<file path="src/rtl/match_motion_collect_pkg.sv">
// Shared widths, defaults and types for the match displacement collector.
package match_motion_collect_pkg;

  localparam int unsigned COOR_W    = 10;
  localparam int unsigned DISP_W    = 11;
  localparam int unsigned SUMW_DEF  = 20;
  localparam int unsigned CNTW_DEF  = 10;
  localparam int unsigned DEPTH_DEF = 64;
  localparam logic [COOR_W-1:0] MAX_DISP_DEF = 10'd200;

  typedef enum logic {
    ST_ACCUM  = 1'b0,
    ST_REPORT = 1'b1
  } state_e;

  typedef struct packed {
    logic [COOR_W-1:0] dst_x;
    logic [COOR_W-1:0] dst_y;
    logic [DISP_W-1:0] dx;
    logic [DISP_W-1:0] dy;
  } match_entry_t;

  // Signed displacement dst - src, one extra bit so the full range fits.
  function automatic logic signed [DISP_W-1:0] disp(input logic [COOR_W-1:0] a_dst,
                                                     input logic [COOR_W-1:0] a_src);
    return {1'b0, a_dst} - {1'b0, a_src};
  endfunction

endpackage

</file>
<file path="src/rtl/match_motion_collect_if.sv">
// Matcher input stream, buffered match output and batch summary of the collector.
interface match_motion_collect_if
  import match_motion_collect_pkg::*;
#(
  parameter int unsigned SUMW = SUMW_DEF,
  parameter int unsigned CNTW = CNTW_DEF
);
  logic              i_valid;
  logic [COOR_W-1:0] i_src_coor_x;
  logic [COOR_W-1:0] i_src_coor_y;
  logic [COOR_W-1:0] i_dst_coor_x;
  logic [COOR_W-1:0] i_dst_coor_y;
  logic              i_end;
  logic              o_m_valid;
  logic              i_m_ready;
  logic [COOR_W-1:0] o_m_dst_x;
  logic [COOR_W-1:0] o_m_dst_y;
  logic [DISP_W-1:0] o_m_dx;
  logic [DISP_W-1:0] o_m_dy;
  logic              o_stat_valid;
  logic [SUMW-1:0]   o_sum_dx;
  logic [SUMW-1:0]   o_sum_dy;
  logic [CNTW-1:0]   o_count;
  logic [CNTW-1:0]   o_drop;

  modport master (
    output i_valid, i_src_coor_x, i_src_coor_y, i_dst_coor_x, i_dst_coor_y, i_end, i_m_ready,
    input  o_m_valid, o_m_dst_x, o_m_dst_y, o_m_dx, o_m_dy,
    input  o_stat_valid, o_sum_dx, o_sum_dy, o_count, o_drop
  );

  modport slave (
    input  i_valid, i_src_coor_x, i_src_coor_y, i_dst_coor_x, i_dst_coor_y, i_end, i_m_ready,
    output o_m_valid, o_m_dst_x, o_m_dst_y, o_m_dx, o_m_dy,
    output o_stat_valid, o_sum_dx, o_sum_dy, o_count, o_drop
  );
endinterface

</file>
<file path="src/rtl/match_sync_fifo.sv">
// Show-ahead synchronous FIFO; a push into a full FIFO is taken when a pop happens the same cycle.
module match_sync_fifo #(
  parameter int unsigned WIDTH = 8,
  parameter int unsigned DEPTH = 64
) (
  input  logic             i_clk,
  input  logic             i_rst_n,
  input  logic             i_push,
  input  logic [WIDTH-1:0] i_wdata,
  input  logic             i_pop,
  output logic [WIDTH-1:0] o_rdata,
  output logic             o_full,
  output logic             o_empty
);
  localparam int unsigned AW = $clog2(DEPTH);

  logic [AW:0]      wr_ptr;
  logic [AW:0]      rd_ptr;
  logic [WIDTH-1:0] mem [DEPTH];
  logic             pop_ok;
  logic             push_ok;

  assign o_empty = (wr_ptr == rd_ptr);
  assign o_full  = (wr_ptr[AW] != rd_ptr[AW]) && (wr_ptr[AW-1:0] == rd_ptr[AW-1:0]);
  assign pop_ok  = i_pop && !o_empty;
  assign push_ok = i_push && (!o_full || pop_ok);
  assign o_rdata = mem[rd_ptr[AW-1:0]];

  always_ff @(posedge i_clk) begin
    if (!i_rst_n) begin
      wr_ptr <= '0;
      rd_ptr <= '0;
    end else begin
      if (push_ok) wr_ptr <= wr_ptr + (AW+1)'(1);
      if (pop_ok)  rd_ptr <= rd_ptr + (AW+1)'(1);
    end
  end

  // Storage carries no reset; pointers alone define occupancy.
  always_ff @(posedge i_clk) begin
    if (i_rst_n && push_ok) mem[wr_ptr[AW-1:0]] <= i_wdata;
  end

endmodule

</file>
<file path="src/rtl/match_motion_collect.sv">
// Displacement/outlier filter on matched keypoint pairs, match FIFO and per-batch statistics.
module match_motion_collect
  import match_motion_collect_pkg::*;
#(
  parameter int unsigned       DEPTH    = DEPTH_DEF,
  parameter logic [COOR_W-1:0] MAX_DISP = MAX_DISP_DEF,
  parameter int unsigned       SUMW     = SUMW_DEF,
  parameter int unsigned       CNTW     = CNTW_DEF
) (
  input logic                   i_clk,
  input logic                   i_rst_n,
  match_motion_collect_if.slave bus
);
  logic signed [DISP_W-1:0] dx_c, dy_c, limit_c;
  logic                     accept_c, pop_c, push_c, drop_c;
  logic                     fifo_full, fifo_empty;
  match_entry_t             wr_entry, head;
  logic [SUMW-1:0]          sum_dx, sum_dy, sum_dx_nxt, sum_dy_nxt;
  logic [CNTW-1:0]          cnt, drop, cnt_nxt, drop_nxt;
  logic [SUMW-1:0]          stat_sum_dx, stat_sum_dy;
  logic [CNTW-1:0]          stat_cnt, stat_drop;
  state_e                   state_q, state_d;
  logic                     stat_valid_c;

  assign dx_c     = disp(bus.i_dst_coor_x, bus.i_src_coor_x);
  assign dy_c     = disp(bus.i_dst_coor_y, bus.i_src_coor_y);
  assign limit_c  = $signed({1'b0, MAX_DISP});
  assign accept_c = bus.i_valid && (dx_c <= limit_c) && (dx_c >= -limit_c)
                                && (dy_c <= limit_c) && (dy_c >= -limit_c);

  assign pop_c  = !fifo_empty && bus.i_m_ready;
  assign push_c = accept_c && (!fifo_full || pop_c);
  assign drop_c = accept_c && !push_c;

  assign wr_entry = '{dst_x: bus.i_dst_coor_x, dst_y: bus.i_dst_coor_y,
                      dx: dx_c, dy: dy_c};

  match_sync_fifo #(
    .WIDTH ($bits(match_entry_t)),
    .DEPTH (DEPTH)
  ) u_fifo (
    .i_clk   (i_clk),
    .i_rst_n (i_rst_n),
    .i_push  (push_c),
    .i_wdata (wr_entry),
    .i_pop   (pop_c),
    .o_rdata (head),
    .o_full  (fifo_full),
    .o_empty (fifo_empty)
  );

  assign bus.o_m_valid = !fifo_empty;
  assign bus.o_m_dst_x = head.dst_x;
  assign bus.o_m_dst_y = head.dst_y;
  assign bus.o_m_dx    = head.dx;
  assign bus.o_m_dy    = head.dy;

  // Batch values including this cycle's pair, so a pair coincident with i_end closes with the batch.
  always_comb begin
    sum_dx_nxt = sum_dx;
    sum_dy_nxt = sum_dy;
    cnt_nxt    = cnt;
    drop_nxt   = drop;
    if (accept_c) begin
      sum_dx_nxt = sum_dx + {{(SUMW-DISP_W){dx_c[DISP_W-1]}}, dx_c};
      sum_dy_nxt = sum_dy + {{(SUMW-DISP_W){dy_c[DISP_W-1]}}, dy_c};
      if (cnt != '1) cnt_nxt = cnt + CNTW'(1);
    end
    if (drop_c && (drop != '1)) drop_nxt = drop + CNTW'(1);
  end

  always_ff @(posedge i_clk) begin
    if (!i_rst_n) begin
      sum_dx      <= '0;
      sum_dy      <= '0;
      cnt         <= '0;
      drop        <= '0;
      stat_sum_dx <= '0;
      stat_sum_dy <= '0;
      stat_cnt    <= '0;
      stat_drop   <= '0;
    end else if (bus.i_end) begin
      stat_sum_dx <= sum_dx_nxt;
      stat_sum_dy <= sum_dy_nxt;
      stat_cnt    <= cnt_nxt;
      stat_drop   <= drop_nxt;
      sum_dx      <= '0;
      sum_dy      <= '0;
      cnt         <= '0;
      drop        <= '0;
    end else begin
      sum_dx <= sum_dx_nxt;
      sum_dy <= sum_dy_nxt;
      cnt    <= cnt_nxt;
      drop   <= drop_nxt;
    end
  end

  assign bus.o_sum_dx = stat_sum_dx;
  assign bus.o_sum_dy = stat_sum_dy;
  assign bus.o_count  = stat_cnt;
  assign bus.o_drop   = stat_drop;

  always_ff @(posedge i_clk) begin
    if (!i_rst_n) state_q <= ST_ACCUM;
    else          state_q <= state_d;
  end

  // An i_end seen in REPORT starts another close immediately.
  always_comb begin
    state_d = state_q;
    case (state_q)
      ST_ACCUM:  if (bus.i_end) state_d = ST_REPORT;
      ST_REPORT: state_d = bus.i_end ? ST_REPORT : ST_ACCUM;
      default:   state_d = ST_ACCUM;
    endcase
  end

  always_comb begin
    stat_valid_c = 1'b0;
    if (state_q == ST_REPORT) stat_valid_c = 1'b1;
  end

  assign bus.o_stat_valid = stat_valid_c;

endmodule

</file>
<file path="src/flat_wrapper.sv">
// flat-port wrapper written by rule: the top's interface ports become plain ports
module match_motion_collect_flat import match_motion_collect_pkg::*;
#(
  parameter int unsigned       DEPTH    = DEPTH_DEF,
  parameter logic [COOR_W-1:0] MAX_DISP = MAX_DISP_DEF,
  parameter int unsigned       SUMW     = SUMW_DEF,
  parameter int unsigned       CNTW     = CNTW_DEF
)
  (i_clk, i_rst_n, bus_i_valid, bus_i_src_coor_x, bus_i_src_coor_y, bus_i_dst_coor_x, bus_i_dst_coor_y, bus_i_end, bus_i_m_ready, bus_o_m_valid, bus_o_m_dst_x, bus_o_m_dst_y, bus_o_m_dx, bus_o_m_dy, bus_o_stat_valid, bus_o_sum_dx, bus_o_sum_dy, bus_o_count, bus_o_drop);
  match_motion_collect_if #(.SUMW(SUMW), .CNTW(CNTW)) bus_i ();
  input logic i_clk;
  input logic i_rst_n;
  input wire logic [$bits(bus_i.i_valid)-1:0] bus_i_valid;
  input wire logic [$bits(bus_i.i_src_coor_x)-1:0] bus_i_src_coor_x;
  input wire logic [$bits(bus_i.i_src_coor_y)-1:0] bus_i_src_coor_y;
  input wire logic [$bits(bus_i.i_dst_coor_x)-1:0] bus_i_dst_coor_x;
  input wire logic [$bits(bus_i.i_dst_coor_y)-1:0] bus_i_dst_coor_y;
  input wire logic [$bits(bus_i.i_end)-1:0] bus_i_end;
  input wire logic [$bits(bus_i.i_m_ready)-1:0] bus_i_m_ready;
  output wire logic [$bits(bus_i.o_m_valid)-1:0] bus_o_m_valid;
  output wire logic [$bits(bus_i.o_m_dst_x)-1:0] bus_o_m_dst_x;
  output wire logic [$bits(bus_i.o_m_dst_y)-1:0] bus_o_m_dst_y;
  output wire logic [$bits(bus_i.o_m_dx)-1:0] bus_o_m_dx;
  output wire logic [$bits(bus_i.o_m_dy)-1:0] bus_o_m_dy;
  output wire logic [$bits(bus_i.o_stat_valid)-1:0] bus_o_stat_valid;
  output wire logic [$bits(bus_i.o_sum_dx)-1:0] bus_o_sum_dx;
  output wire logic [$bits(bus_i.o_sum_dy)-1:0] bus_o_sum_dy;
  output wire logic [$bits(bus_i.o_count)-1:0] bus_o_count;
  output wire logic [$bits(bus_i.o_drop)-1:0] bus_o_drop;
  assign bus_i.i_valid = bus_i_valid;
  assign bus_i.i_src_coor_x = bus_i_src_coor_x;
  assign bus_i.i_src_coor_y = bus_i_src_coor_y;
  assign bus_i.i_dst_coor_x = bus_i_dst_coor_x;
  assign bus_i.i_dst_coor_y = bus_i_dst_coor_y;
  assign bus_i.i_end = bus_i_end;
  assign bus_i.i_m_ready = bus_i_m_ready;
  assign bus_o_m_valid = bus_i.o_m_valid;
  assign bus_o_m_dst_x = bus_i.o_m_dst_x;
  assign bus_o_m_dst_y = bus_i.o_m_dst_y;
  assign bus_o_m_dx = bus_i.o_m_dx;
  assign bus_o_m_dy = bus_i.o_m_dy;
  assign bus_o_stat_valid = bus_i.o_stat_valid;
  assign bus_o_sum_dx = bus_i.o_sum_dx;
  assign bus_o_sum_dy = bus_i.o_sum_dy;
  assign bus_o_count = bus_i.o_count;
  assign bus_o_drop = bus_i.o_drop;
  match_motion_collect #(.DEPTH(DEPTH), .MAX_DISP(MAX_DISP), .SUMW(SUMW), .CNTW(CNTW)) u_core (.i_clk(i_clk), .i_rst_n(i_rst_n), .bus(bus_i));
endmodule
</file>
<file path="config.mk">
export PLATFORM = sky130hd
export DESIGN_NAME = match_motion_collect_flat
export DESIGN_NICKNAME = d
export VERILOG_FILES = /design/src/rtl/match_motion_collect_pkg.sv /design/src/rtl/match_motion_collect_if.sv /design/src/rtl/match_sync_fifo.sv /design/src/rtl/match_motion_collect.sv /design/src/flat_wrapper.sv
export SDC_FILE = /design/constraint.sdc
export NUM_CORES = 2
export LEC_CHECK = 0
export BUFFER_PORTS_ARGS = -buffer_cell sky130_fd_sc_hd__buf_2
export CORE_AREA = 5 5 530 532
export DETAILED_ROUTE_END_ITERATION = 10
export DIE_AREA = 0 0 535 537
export MAX_ROUTING_LAYER = met4
export PLACE_DENSITY = 0.62
export SLEW_MARGIN = 15
export SYNTH_ARGS = -nofsm -noshare
export SYNTH_HDL_FRONTEND = slang
export SYNTH_SLANG_ARGS = --single-unit
</file>
<file path="constraint.sdc">
create_clock -name i_clk -period 9.6 [get_ports i_clk]
set_input_delay 2.4 -clock i_clk [delete_from_list [all_inputs] [get_ports i_clk]]
set_output_delay 2.4 -clock i_clk [all_outputs]
set_load 0.1 [all_outputs]
</file>
==> results.sh <==
export IMPL_finalSetupTns_ps=0
export IMPL_hpwlAfterDp_mm=164
export IMPL_die_y_um=537
export IMPL_core_mm2=0.276
export IMPL_totalWireLength_mm=269
export IMPL_cts_root_buf="clkbuf_16"
export IMPL_nets=5315
export IMPL_syn_cell_area_mm2=0.110
export IMPL_firstDrtPassIters=7
export IMPL_cts_sinks=2829
export IMPL_fin_worst_skew_ps=63.1
export IMPL_cp_end_kind="primary output"
export IMPL_relSlewSlack=0.163
export IMPL_pwr_share_clk=0.418
export IMPL_io_pins=149
export IMPL_via_per_inst=5.65
export IMPL_grt_usage=0.192
export IMPL_final_cell_mix="edfxtp_1 (2688), mux4_2 (875), clkbuf_16 (302)"
export IMPL_holdPathStages=2
export IMPL_hold_start="u_core.bus.o_sum_dy[1]$_SDFFE_PN0P_"
export IMPL_crit_type="flip-flop to primary output"
export IMPL_met2WireLength_mm=125
export IMPL_route_top_layer_used="met4"
export IMPL_avgSynthCellArea_um2=22.8
export IMPL_syn_nets=4919
export IMPL_cts_tree="yes"
export IMPL_wl_met3_mm=23.3
export IMPL_seqPwrFrac=0.524
export IMPL_min_period_ps=7430
export IMPL_drive_above_1_share=0.322
export IMPL_die_w_um=535
export IMPL_syn2layout_area_growth_pct=14.9
export IMPL_synth_cell_type_count=76
export IMPL_fin_util=0.458
export IMPL_initial_core_util=0.399
export IMPL_hold_path_endpoint="u_core.bus.o_sum_dy[1]$_SDFFE_PN0P_"
export IMPL_setup_viol=0
export IMPL_final_common_cell="edfxtp_1"
export IMPL_overflow=0
export IMPL_finalCritPeriodShare=0.773
export IMPL_wl_met1_mm=116
export IMPL_cts_path_max_buffers=4
export IMPL_timing_hold_violations_final=0
export IMPL_grt_setup_unrepaired="no"
export IMPL_combinationalPowerShare=0.058
export IMPL_path_clk_slew_ps=60
export IMPL_synth_ff_type="edfxtp_1"
export IMPL_crit_arrival_ps=5030
export IMPL_p_sw_mw=5.74
export IMPL_synthCells=4808
export IMPL_r2r_end="u_core.u_fifo.mem[36][32]$_DFFE_PP_"
export IMPL_vias=51700
export IMPL_route_detailed_drc=0
export IMPL_antenna_found_initial=38
export IMPL_htree_levels=5
export IMPL_grt_max_degree=90
export IMPL_synth_seq_cells=2829
export IMPL_drt_iter0_markers=5522
export IMPL_cp_start_kind="flip-flop"
export IMPL_tightest_slew_ps=1250
export IMPL_rrSetupSlack_ps=5780
export IMPL_r2r_cells=8
export IMPL_grt_pass1_wl_mm=388
export IMPL_synth_top_area_share=0.735
export IMPL_cts_repair_resized=0
export IMPL_nFillCells=22600
export IMPL_grt_pass1_vias=52200
export IMPL_synthTopCellsByArea="edfxtp_1 (74%), mux4_2 (18%), dfxtp_1 (2.6%), ha_1 (0.71%), nor2_1 (0.54%)"
export IMPL_cts_buffers=293
export IMPL_routabilityCongestion=0.811
export IMPL_synth_edf_count=2688
export IMPL_io_buffers=148
export IMPL_post_cts_buffers=0
export IMPL_wire_per_inst_um=29.4
export IMPL_async_reset_ff_frac=0
export IMPL_p_leak_nw=38.4
export IMPL_rows=193
export IMPL_ctsHoldBuffers=0
export IMPL_cp_max_fo=56
export IMPL_hold_path_class="flip-flop to flip-flop"
export IMPL_ant_nets=0
export IMPL_p_int_mw=20.6
export IMPL_r2r_start="u_core.u_fifo.wr_ptr[4]$_SDFFE_PN0P_"
export IMPL_power_density_mw_per_mm2=209
export IMPL_insertion_delay_ps=850
export IMPL_slew_viol_final=0
export IMPL_cap_violations=0
export IMPL_synth_largest_area_cell="edfxtp_1"
export IMPL_switching_share=0.218
export IMPL_synth_sequential_area_ratio=0.761
export IMPL_cp_required_ps=7200
export IMPL_status="finished, final reports clean"
export IMPL_irDropWorstVdd_v=0.000149
export IMPL_fmax_ghz=0.135
export IMPL_yosysWarnings=0
export IMPL_die_area_mm2=0.287
[worst max-delay path, stage by stage (launching register included)]
cell and delay [ps]:
dfxtp_4 880, buf_12 480, buf_12 370, mux4_2 610, mux4_2 470, mux2i_1 530
o21ai_0 290, buf_2 370
[state kept, by name, summed over array words and instances, names as in the netlist, 10 cells and up, named ones only]
| name | flops |
|---|---|
| u_core.sum_dy | 20 |
| u_core.sum_dx | 20 |
| u_core.bus.o_sum_dy | 20 |
| u_core.bus.o_sum_dx | 20 |
| u_core.bus.o_count | 10 |
| u_core.u_fifo.mem | 2688 |
| u_core.bus.o_drop | 10 |
| u_core.cnt | 10 |
| u_core.drop | 10 |
[power groups by stage]
stage	combinational, mW	clock (mW)	sequential (mW)
2_1_floorplan	0.833	0	14.2
3_3_place_gp	1.52	0	14.1
3_5_place_dp	1.56	0	14.1
4_1_cts	1.56	11.2	13.8
5_1_grt	1.65	11.8	13.8
6_report	1.54	11.0	13.8
[Yosys cell counts (all sizes together) (3+ instances only)]
cell / n
xnor2: 30
mux2i: 48
buf: 91
and3: 19
nor2b: 6
a211oi: 13
o21bai: 6
ha: 62
o211ai: 11
a22o: 3
nor2: 167
or2: 5
a21oi: 59
inv: 34
and2: 10
clkbuf: 156
fa: 4
nand2b: 8
nor3: 21
mux4: 875
nor3b: 3
or3: 9
a21o: 15
o21ai: 85
dfxtp: 141
o31ai: 3
mux2: 10
o211a: 3
xor2: 44
nand4: 19
o31a: 6
a311oi: 4
o21a: 5
nand2: 76
and4: 4
nand3: 33
edfxtp: 2688
[through the flow]
| step | cell area, µm² | worst slack (ps) | hold slack (ps) | power, mW | std cells |
|---|---|---|---|---|---|
| CTS | 126000 | 2140 | 463 | 26.6 | 9126 |
| global route | 126000 | 1910 | 484 | 27.2 | 9139 |
| floorplan | 110000 | 432 | 472 | 15.0 | 4808 |
| detailed placement | 117000 | 1290 | 442 | 15.6 | 8614 |
| global placement | 117000 | 1410 | 440 | 15.6 | 8614 |
| finish | 126000 | 2170 | 459 | 26.4 | 9145 |
[kinds of logic after synthesis]
group,after synthesis,synth area share
flops,2829,0.761
mux,933,0.185
simple gates,389,0.0169
buf+inv,281,0.0102
compound gates,236,0.0136
xor+xnor,74,0.00590
fa+ha+maj,66,0.00779
[layout make-up]
class	instances	area, µm²	share of cell area
antenna	19	47.5	0.000377
clock buffer	358	7780	0.0617
clock inverter	154	1450	0.0115
inverter	34	128	0.00101
multi-input combinational	1698	25800	0.205
sequential	2829	83600	0.662
tap	3705	4640	0.0367
timing repair buffer	348	2720	0.0216
[layer usage]
metal	track usage	vias to the layer above
met5	-	-
met4	0.0378	0
met3	0.0422	303
met2	0.284	2047
met1	0.277	28000
li1	-	21300
[worst max path at each step]
stage / endpoint / startpoint / slack (ps)
3_5_place_dp: u_core.u_fifo.mem[21][4]$_DFFE_PP_ / bus_i_dst_coor_y[2] / 1290
4_1_cts: bus_o_m_dy[0] / flip-flop / 2140
3_3_place_gp: u_core.u_fifo.mem[21][4]$_DFFE_PP_ / bus_i_dst_coor_y[2] / 1410
2_1_floorplan: u_core.u_fifo.mem[25][0]$_DFFE_PP_ / bus_i_dst_coor_y[0] / 430
6_report: bus_o_m_dx[5] / flip-flop / 2170
5_1_grt: bus_o_m_dx[5] / flip-flop / 1910
No activity file was read; power rests on OpenSTA's default activity.
